==> config.mk <==
export PLATFORM = sky130hd
export DESIGN_NAME = pc_sequencer
export DESIGN_NICKNAME = d
export VERILOG_FILES = /design/src/rtl/pc_sequencer.sv
export SDC_FILE = /design/constraint.sdc
export NUM_CORES = 1
export LEC_CHECK = 0
export ABC_AREA = 0
export CAP_MARGIN = 25
export CORE_ASPECT_RATIO = 1.4
export CORE_MARGIN = 1.5
export CORE_UTILIZATION = 39
export DETAILED_ROUTE_END_ITERATION = 8
export PLACE_DENSITY = 0.75
export SYNTH_ARGS = -nofsm -noshare
export SYNTH_HDL_FRONTEND = slang
export SYNTH_SLANG_ARGS = --single-unit
==> constraint.sdc <==
create_clock -name Clk -period 1.7 [get_ports Clk]
set_input_delay 0.34 -clock Clk [delete_from_list [all_inputs] [get_ports Clk]]
set_output_delay 0.34 -clock Clk [all_outputs]
set_load 0.01 [all_outputs]
==> src/rtl/pc_sequencer.sv <==
// Fetch/execute sequencer that drives an external 8-bit program counter.
// Optional fetch watchdog is enabled by defining PC_SEQ_WATCHDOG_EN.
module pc_sequencer #(
   parameter int unsigned DATA_W  = 16,
   parameter int unsigned ADDR_W  = 8,
   parameter int unsigned TIMEOUT = 15
) (
   input  logic              Clk,
   input  logic              nReset,
   input  logic              Run,
   input  logic [ADDR_W-1:0] PcIn,
   output logic              MemReq,
   input  logic              MemReady,
   input  logic [DATA_W-1:0] MemData,
   input  logic              Zero,
   input  logic              Stall,
   output logic [DATA_W-1:0] Instr,
   output logic              InstrValid,
   output logic              CountEn,
   output logic              Load,
   output logic [ADDR_W-1:0] Target,
   output logic              Halted,
   output logic              FetchErr
);

   typedef enum logic [2:0] {
      StIdle,
      StFetch,
      StExec,
      StStep,
      StJump,
      StHalt
   } state_e;

   localparam logic [3:0] OpJmp  = 4'hF;
   localparam logic [3:0] OpJz   = 4'hE;
   localparam logic [3:0] OpHalt = 4'hC;

   state_e            state_q, state_d;
   logic [DATA_W-1:0] instr_q, instr_d;
   logic [ADDR_W-1:0] target_q, target_d;
   logic [3:0]        opcode;
   logic              is_plain;
   logic              timeout;

   assign opcode   = instr_q[DATA_W-1 -: 4];
   assign is_plain = (opcode != OpJmp) && (opcode != OpJz) && (opcode != OpHalt);

   // PcIn is the memory address seen by program memory; the sequencer never reads it.
   logic unused_pc;
   assign unused_pc = ^PcIn;

`ifdef PC_SEQ_WATCHDOG_EN
   logic [7:0] wait_q, wait_d;
   logic       fetch_err_q, fetch_err_d;

   assign timeout = (state_q == StFetch) && !MemReady && (wait_q == 8'(TIMEOUT - 1));

   always_comb begin
      wait_d      = 8'd0;
      fetch_err_d = fetch_err_q;
      if (state_q == StFetch && !MemReady) begin
         wait_d = wait_q + 8'd1;
      end
      if (timeout) begin
         fetch_err_d = 1'b1;
      end
   end

   always_ff @(posedge Clk or negedge nReset) begin
      if (!nReset) begin
         wait_q      <= 8'd0;
         fetch_err_q <= 1'b0;
      end else begin
         wait_q      <= wait_d;
         fetch_err_q <= fetch_err_d;
      end
   end

   assign FetchErr = fetch_err_q;
`else
   assign timeout  = 1'b0;
   assign FetchErr = 1'b0;
`endif

   always_comb begin
      state_d  = state_q;
      instr_d  = instr_q;
      target_d = target_q;
      unique case (state_q)
         StIdle: begin
            if (Run) state_d = StFetch;
         end
         StFetch: begin
            if (MemReady) begin
               instr_d = MemData;
               state_d = StExec;
            end else if (timeout) begin
               state_d = StHalt;
            end
         end
         StExec: begin
            case (opcode)
               OpJmp: begin
                  target_d = instr_q[ADDR_W-1:0];
                  state_d  = StJump;
               end
               OpJz: begin
                  if (Zero) begin
                     target_d = instr_q[ADDR_W-1:0];
                     state_d  = StJump;
                  end else begin
                     state_d = StStep;
                  end
               end
               OpHalt:  state_d = StHalt;
               default: if (!Stall) state_d = StStep;
            endcase
         end
         StStep, StJump: begin
            state_d = Run ? StFetch : StIdle;
         end
         StHalt: state_d = StHalt;
         default: state_d = StIdle;
      endcase
   end

   always_ff @(posedge Clk or negedge nReset) begin
      if (!nReset) begin
         state_q  <= StIdle;
         instr_q  <= '0;
         target_q <= '0;
      end else begin
         state_q  <= state_d;
         instr_q  <= instr_d;
         target_q <= target_d;
      end
   end

   // Pulses are pure state decodes, so an async reset kills them immediately.
   assign MemReq     = (state_q == StFetch);
   assign InstrValid = (state_q == StExec) && is_plain;
   assign CountEn    = (state_q == StStep);
   assign Load       = (state_q == StJump);
   assign Halted     = (state_q == StHalt);
   assign Instr      = instr_q;
   assign Target     = target_q;

endmodule

Yosys cells after proc, flatten, opt, wreduce, memory -nomap -nowiden. Index checks and enable logic that the tools add are counted. W data, S select, Z words.

Equality and inequality tests: 15. Multiplexer cells: 9. Reduce and logical (&&, ||, !) cells: 9.

Operators by type and width (number): $pmux W8 S2 (1); $pmux W3 S5 (1); $eq A4 B4 Y1 const B (3); $mux W3 (4); $ne A4 B4 Y1 const B (3); $pmux W3 S3 (1); $mux W8 (1); $eq A3 B2 Y1 const B (2); $eq A3 B3 Y1 const B (2); $reduce_and A3 Y1 (2); $ne A5 B2 Y1 const B (1); $ne A2 B2 Y1 const B (2); $eq A3 B1 Y1 const B (1); $logic_and A1 B1 Y1 (3); $logic_not A3 Y1 (1); $ne A2 B1 Y1 const B (1); $reduce_and A2 Y1 (1); $reduce_bool A2 Y1 (1); $reduce_or A2 Y1 (1); $mux W1 (1).

Output and inout port bits: 30. Flip-flop bits (word level): 27. Logic and storage cells: 36.

Logic depth before layout (Yosys ltp). Gate-level depths: netlist of run 1.

Depth after elaboration: 4. Depth in mapped cells: 5.

Worst setup path after synthesis of run 1. Ideal clock, no wire load.

Path kind: register -> register. Start point: reg state_q[2]. End point: reg instr_q[10], in the netlist Instr[10]. Cell stages (with the launch flop): 5. Period minus slack after synthesis: 1.381 ns. Buffers on the path: 2. Library setup time: 0.125 ns. Arrival: 1.256 ns. Path slack: 0.319 ns. Path through: dfrtp_1 > nor4bb_1 > buf_4 > buf_12 > mux2_4.

Cells in the longest elaborated chain, start to end: 2.

Ends and longest elaborated chain: start: declaration (line 39) `state_e state_q, state_d;`; start signal: assignment (line 130) `state_q <= StIdle;`; start signal: assignment (line 134) `state_q <= state_d;`; $eq A3 B1 Y1 (line 90) `unique case (state_q)`; $reduce_and A2 Y1 (no source line); end signal: assignment (line 135) `instr_q <= instr_d;`; end: declaration (line 40) `logic [DATA_W-1:0] instr_q, instr_d;`.

Every way passes these cells. A chain may end at the register's enable or synchronous reset.

Worst setup path after layout of run 1.
Start point: reg instr_q[12], in the netlist Instr[12]. End point: out Instr[12].

RTL lines: end: declaration (line 17) `output logic [DATA_W-1:0] Instr,`.

No word-level cell between the ends.

==> out/qor_table.md, run 1 <==
| Step | Item | Reported |
|---|---|---|
| outcome | Run status | completed |
| clock network | Clk sink count | 27 |
| setup path | Arrival time reported for the critical path endpoint | 1300 ps |
| yosys | Mean area per synthesized cell | 14.2 um^2 |
| yosys | Share of async-settable or async-resettable flops after synthesis | 100% |
| pwr | Worst IR drop on VDD | 0.769 mV |
| sta | Setup tns final | 0 ps |
| clock network | Cell at the root of the clock tree | clkbuf_8 |
| grt | Grt total ovfl | 0 |
| setup path | Crit path largest cell delay | 530 ps |
| floorplanning | Overall die height | 68.9 um |
| yosys | Number of flops mapped to enable cells by yosys | 0 |
| final layout | Final core utilization | 63.7% |
| yosys | Largest cells by area after synthesis | dfrtp_1, mux2_2, mux2_4, nor3b_1, nand4_4 |
| yosys | Share of synthesized area occupied by flip-flops and latches | 55.8% |
| sta | Fin crit share | 96.7% |
| clock network | Buffers from clock root to sink, at most | 2 |
| clock network | Cts hold-fix bufs | 0 |
| clock network | CTS H-tree depth | 1 |
| final layout | Fraction of final layout cells sized beyond drive strength 1 | 28.9% |
| floorplanning | Core area | 2910 um^2 |
| pwr | Power per cell area | 1760 nW/um^2 |
| floorplanning | Die Outline Area | 3450 um^2 |
| detailed routing | Post-route DRC violation count | 0 |
| yosys | Share of Yosys cell area claimed by the top area cell type | 55.8% |
| sta | Number of max-slew violations in the final report | 0 |
| final layout | Synthesis-to-layout area growth | 53.1% |
| grt | First-pass GRT wire length | 4240 um |
| sta | Unrepaired setup endpoints after global routing | no |
| grt | Largest net degree at the start of global routing | 28 |
| final layout | Net total in the final layout | 173 |
| place | Total cell area at the placement stage | 1800 um^2 |
| setup path | Sort of element at the start of the critical path | register |
| sta | Max Fclk | 0.608 GHz |
| yosys | Yosys reg bits | 27 |
| yosys | Leading cell type by number of instances after synthesis | dfrtp_1 |
| grt | Vias in the first global route | 929 |
| clock network | Reg clk slew, reported paths | 90 ps |
| setup path | Worst endpoint required time | 1360 ps |
| sta | Final count of negative-setup-slack endpoints | 0 |
| yosys | Post-Syn Instances | 85 |
| floorplanning | Initial core utilization | 41.6% |
| grt | Number of antenna violations at the first check in global routing | 0 |
| detailed routing | DRC violation total after the first TritonRoute iteration | 10 |
| clock network | Number of buffers added by the clock tree synthesis step | 3 |
| yosys | Synth Flop Type | dfrtp_1 |
| clock network | Post-CTS Repair Setup Buffers | 0 |
| sta | Final min period | 1640 ps |
| floorplanning | Floorplan die width | 50.1 um |
| place | Final HPWL DP | 2070 um |
| floorplanning | Top-level I/O count | 60 |
| clock network | Clock latency at the later pin of the worst-skew pair | 270 ps |
| yosys | Largest area contributor in the netlist | dfrtp_1 |
| detailed routing | Number of nets with antenna violations after detailed routing | 0 |
| place | Port-buffer cells | 50 |
| sta | Min Hold Slack | 435 ps |
| yosys | Synthesized area | 1210 um^2 |
| min path | Worst Hold Class | in2async |
| detailed routing | Total wirelength of the detailed-routed design | 2690 um |
| yosys | Warnings from Yosys | 0 |
| grt | Total routing usage reported by global routing | 16.7% |
| setup path | Cells along the critical path | buf_4 -> clkdlybuf4s50_1 |
| detailed routing | Pre-Repair DR Iteration Count | 4 |
| sta | Clock Skews | 6.45 ps |
| setup path | Worst setup EP type | output port |
| final layout | Final standard cell count with taps included and fillers excluded | 179 |
| floorplanning | Placement Rows | 23 |
| yosys | Total nets after synthesis | 115 |
| pwr | Leakage power figure | 0.818 nW |
| final layout | Number of antenna cells inserted | 0 |
| place | GP Congestion | 0.696 |
| setup path | CP Max Fanout | 5 |
| setup path | Slowest cell on the critical path | clkdlybuf4s50_1 |
| detailed routing | Via/cell ratio | 4.92 |
| sta | Number of failing hold endpoints at the final stage | 0 |
| final layout | Post-route standard cell area excluding fillers | 1850 um^2 |
| clock network | TritonCTS clock tree | built |
| yosys | Most used standard cells in the synthesized netlist | dfrtp_1, mux2_2, mux2_4 |
| setup path | Worst Path Class, Setup | reg2out |
| place | Placed insts | 175 |
| detailed routing | Wire per inst | 15.0 um |
| yosys | Yosys cell types | 27 |
| detailed routing | Number of vias after detailed routing | 880 |
| run | Reported max-cap violation count | 0 |
## state kept, by name, indices dropped and copies added (netlist names)
signal,cells
state_q,3
Instr,16
Target,8
## layer usage
layer	GRT usage (%)	wire length, um
met1	19.8	1120
met2	29.6	1430
met3	1.72	99
met4	9.38	34
met5	0	0
## power by group
part | internal [mW] | switching [mW]
combinational | 1.08 | 0.637
clock | 0.166 | 0.192
sequential | 0.956 | 0.222
## per-stage QoR
| stage | setup WS [ps] | power (mW) |
|---|---|---|
| 3_3_place_gp | -181 | 2.87 |
| 2_1_floorplan | 319 | 2.01 |
| 4_1_cts | 47.0 | 3.29 |
| 6_report | 55.4 | 3.26 |
| 5_1_grt | 3.68 | 3.46 |
| 3_5_place_dp | -172 | 2.94 |
## worst paths after layout
path	startpoint	endpoint	slack (ps)	cells past startpoint
worst max-delay path	Instr[12]$_DFFE_PN0P_	Instr[12]	60	2
worst min-delay path	nReset	Instr[2]$_DFFE_PN0P_	430	2
worst max register to register	state_q[1]$_DFFE_PN0P_	Instr[9]$_DFFE_PN0P_	80	4
worst min register to register	Target[6]$_DFFE_PN0P_	Target[6]$_DFFE_PN0P_	520	1
max in group asynchronous	nReset	state_q[1]$_DFFE_PN0P_	1000	2
min in group Clk	Target[6]$_DFFE_PN0P_	Target[6]$_DFFE_PN0P_	520	1
## placed cells by master (no fill, tap or decap)
master,count
a311oi_1,1
nor2b_1,2
conb_1,1
clkbuf_8,3
mux2_2,16
o21ai_0,1
o21bai_1,1
buf_12,1
nand3_1,2
mux2_4,7
a21o_1,1
nor4bb_4,1
nor3_1,1
nor3b_1,3
nor3b_2,1
a211oi_1,1
o221a_2,1
dfrtp_1,27
buf_4,7
clkdlybuf4s50_1,45
inv_1,1
inv_2,1
nand2b_1,1
and3_1,2
nand2_1,2
nand4_4,1
clkdlybuf4s15_1,1
nor2_1,2
nand3b_1,1
a21oi_2,1
o211a_1,1
dlygate4sd2_1,4
clkinvlp_4,1
## repair_timing
item / 4_1_cts / 5_1_grt
resized for setup: 7 / 2
setup endpoints to repair: 5 / 3
cloned: 0 / 0
pin swaps: 0 / 1
## cells by family after synthesis
logic type	after synthesis	share of synthesized area, %
buffers and inverters	7	4.34
AO/OA/AOI/OAI	8	5.17
flip-flops	27	55.8
other	1	0.310
AND/OR/NAND/NOR	19	10.8
multiplexers	23	23.6
## worst max-delay path: cells and delay by family, from the launching register on
kind	cells	cell delay, ps
flops	1	370
buf+inv	2	670
## final cells by class
class                   count  area, um^2
fillers                   241        1050
flip-flops and latches     27         676
repair buffers             58         568
multi-input cells          51         505
well taps                  37        46.3
clock buffers               3        41.3
clock inverters             1        7.51
inverters                   2        7.51
Power figures use the tool's default switching activity.
==> inputs of run 2 (changes only) <==
--- a/config.mk
+++ b/config.mk
@@ -9,9 +9,10 @@
 export CAP_MARGIN = 25
 export CORE_ASPECT_RATIO = 1.4
 export CORE_MARGIN = 1.5
-export CORE_UTILIZATION = 39
+export CORE_UTILIZATION = 41
+export CTS_BUF_LIST = sky130_fd_sc_hd__clkbuf_8
 export DETAILED_ROUTE_END_ITERATION = 8
-export PLACE_DENSITY = 0.75
+export PLACE_DENSITY = 0.78
 export SYNTH_ARGS = -nofsm -noshare
 export SYNTH_HDL_FRONTEND = slang
 export SYNTH_SLANG_ARGS = --single-unit
==> run 2 against run 1 <==
Effect of this change:
- register-to-register slack barely moved
- final cell count rose by 2.2%
- sequential share of layout area decreased by 0.25 points
- worst setup slack gained 16 ps
- clock skew decreased by 2.1 ps
- count of clock-buffer cells in the layout stayed put
- sequential power about the same
- critical path type is now in2reg
- critical endpoint is now Instr[1]$_DFFE_PN0P_
- largest cell class unchanged
==> out/qor_table.md, run 2 (synthesized netlist as in run 1, its figures left out) <==
| Step | Item | Reported |
|---|---|---|
| sta | Final min period | 1630 ps |
| detailed routing | Via/cell ratio | 4.98 |
| setup path | Worst setup path end | Instr[1]$_DFFE_PN0P_ |
| final layout | Fraction of final layout cells sized beyond drive strength 1 | 32.9% |
| setup path | Worst Path Class, Setup | in2reg |
| pwr | Fraction of power spent switching nets | 32.8% |
| floorplanning | Placement Rows | 23 |
| sta | Unrepaired setup endpoints after global routing | yes |
| detailed routing | Wire per inst | 15.7 um |
| final layout | Synthesis-to-layout area growth | 54.4% |
| pwr | Leakage power figure | 0.841 nW |
| clock network | Clock latency at the later pin of the worst-skew pair | 270 ps |
| final layout | FF/Latch Area | 677 um^2 |
| place | Final HPWL DP | 2170 um |
| run | Reported max-cap violation count | 0 |
| setup path | Crit path largest cell delay | 500 ps |
| grt | Largest net degree at the start of global routing | 28 |
| place | GP Congestion | 0.813 |
| setup path | Cells along the critical path | clkdlybuf4s50_1 -> nor4bb_4 -> buf_6 -> mux2_2 |
| grt | Grt total ovfl | 0 |
| final layout | Final core utilization | 65.6% |
| sta | Final count of negative-setup-slack endpoints | 0 |
| setup path | R2R cell count | 5 |
| final layout | Most frequent standard cell in the layout excluding fill and tap cells | clkdlybuf4s50_1 |
| setup path | Critical path's top delay family | buffers and inverters |
| detailed routing | Pre-Repair DR Iteration Count | 3 |
| place | Total cell area at the placement stage | 1800 um^2 |
| setup path | Crit path from | MemReady |
| setup path | Arrival time reported for the critical path endpoint | 1790 ps |
| sta | Clock Skews | 4.38 ps |
| detailed routing | Number of nets with antenna violations after detailed routing | 0 |
| clock network | TritonCTS clock tree | built |
| detailed routing | Number of vias after detailed routing | 911 |
| place | Port-buffer cells | 50 |
| setup path | Sort of element at the start of the critical path | input pin |
| pwr | Switching pwr | 1.08 mW |
| setup path | Flop2flop setup slack | 70 ps |
| final layout | Post-route standard cell area excluding fillers | 1870 um^2 |
| sta | Fin crit share | 95.8% |
| setup path | Beginning of the worst register-to-register path | state_q[0]$_DFFE_PN0P_ |
| floorplanning | Die Outline Area | 3290 um^2 |
| pwr | Power per cell area | 1770 nW/um^2 |
| final layout | Number of antenna cells inserted | 0 |
| pwr | Cell-internal power | 2.22 mW |
| setup path | CP Max Fanout | 10 |
| floorplanning | Core area | 2850 um^2 |
| sta | Number of max-slew violations in the final report | 0 |
| outcome | Run status | completed |
| detailed routing | Total wirelength of the detailed-routed design | 2880 um |
| setup path | RR Endpoint | Instr[1]$_DFFE_PN0P_ |
| pwr | Relative contribution of the clock network to total power | 11.2% |
| detailed routing | DRC violation total after the first TritonRoute iteration | 13 |
| clock network | Cell at the root of the clock tree | clkbuf_8 |
| setup path | WP depth | 4 |
| clock network | Reg clk slew, reported paths | 90 ps |
| clock network | Number of buffers added by the clock tree synthesis step | 3 |
| final layout | Net total in the final layout | 177 |
| pwr | Share of power burned in combinational logic | 53.0% |
| setup path | Worst endpoint required time | 1860 ps |
| clock network | Clk sink count | 27 |
| pwr | Total chip power | 3.30 mW |
| floorplanning | Overall die height | 67.3 um |
| final layout | Area of the multi-input gates | 505 um^2 |
| pwr | Worst IR drop on VDD | 1.08 mV |
| grt | Number of antenna violations at the first check in global routing | 0 |
| min path | Worst Hold Class | in2async |
| clock network | Cts hold-fix bufs | 0 |
| final layout | Highest-count cells in the layout ignoring fill and taps | clkdlybuf4s50_1, dfrtp_1, mux2_2 |
| detailed routing | Post-route DRC violation count | 0 |
| sta | Number of failing hold endpoints at the final stage | 0 |
| grt | Vias in the first global route | 1013 |
| sta | Max Fclk | 0.614 GHz |
| floorplanning | Floorplan die width | 48.9 um |
| floorplanning | Top-level I/O count | 60 |
| final layout | Number of fill cells | 219 |
| setup path | Bufs and invs on worst path | 2 |
| pwr | Power share of the sequential group | 35.8% |
| setup path | Worst setup EP type | register |
| final layout | Flip-flop count of the largest register, all copies and words added | 16 |
| grt | Total routing usage reported by global routing | 18.9% |
| setup path | Slowest cell on the critical path | clkdlybuf4s50_1 |
| clock network | CTS H-tree depth | 1 |
| floorplanning | Initial core utilization | 42.5% |
| grt | First-pass GRT wire length | 4650 um |
| clock network | Buffers from clock root to sink, at most | 2 |
run 2: how the worst min path moves through the flow:
stage | slack, ps | end | cells past startpoint | startpoint
6_report | 440 | Instr[8]$_DFFE_PN0P_ | 2 | nReset
5_1_grt | 460 | Instr[8]$_DFFE_PN0P_ | 2 | nReset
4_1_cts | 460 | Instr[8]$_DFFE_PN0P_ | 2 | nReset
3_5_place_dp | 490 | Instr[11]$_DFFE_PN0P_ | 1 | Instr[11]$_DFFE_PN0P_
3_3_place_gp | 490 | Target[0]$_DFFE_PN0P_ | 1 | Target[0]$_DFFE_PN0P_
2_1_floorplan | 40 | Instr[0]$_DFFE_PN0P_ | 0 | nReset
run 2: metal layers:
metal	track usage, %	share of wire [%]
met1	19.9	39
met2	35.6	55
met3	3.76	5.2
met4	10.0	1.5
met5	0	0
run 2: what timing repair did:
action                     CTS  global route
setup endpoints to repair    5             6
buffers inserted             1             1
resized for setup            7             8
run 2: final cells by class:
type | instances | share of cell area (%)
inverters | 2 | 0.402
repair buffers | 62 | 31.2
clock buffers | 3 | 2.21
multi-input cells | 51 | 27.1
well taps | 37 | 2.48
flip-flops and latches | 27 | 36.2
clock inverters | 1 | 0.402
run 2: power by group through the flow:
stage	sequential, mW	combinational (mW)	clock, mW
6_report	1.18	1.75	0.368
5_1_grt	1.23	1.87	0.402
4_1_cts	1.18	1.75	0.379
3_5_place_dp	1.19	1.74	0
3_3_place_gp	1.17	1.70	0
2_1_floorplan	1.29	0.722	0
run 2: metrics by stage:
step	setup slack (ps)	instances	hold WS (ps)	TNS [ps]
3_5_place_dp	-242	177	493	-2960
3_3_place_gp	-196	177	488	-2490
5_1_grt	-4.63	183	465	-4.63
2_1_floorplan	319	85	44.4	0
6_report	71.6	183	442	0
4_1_cts	8.14	182	456	0
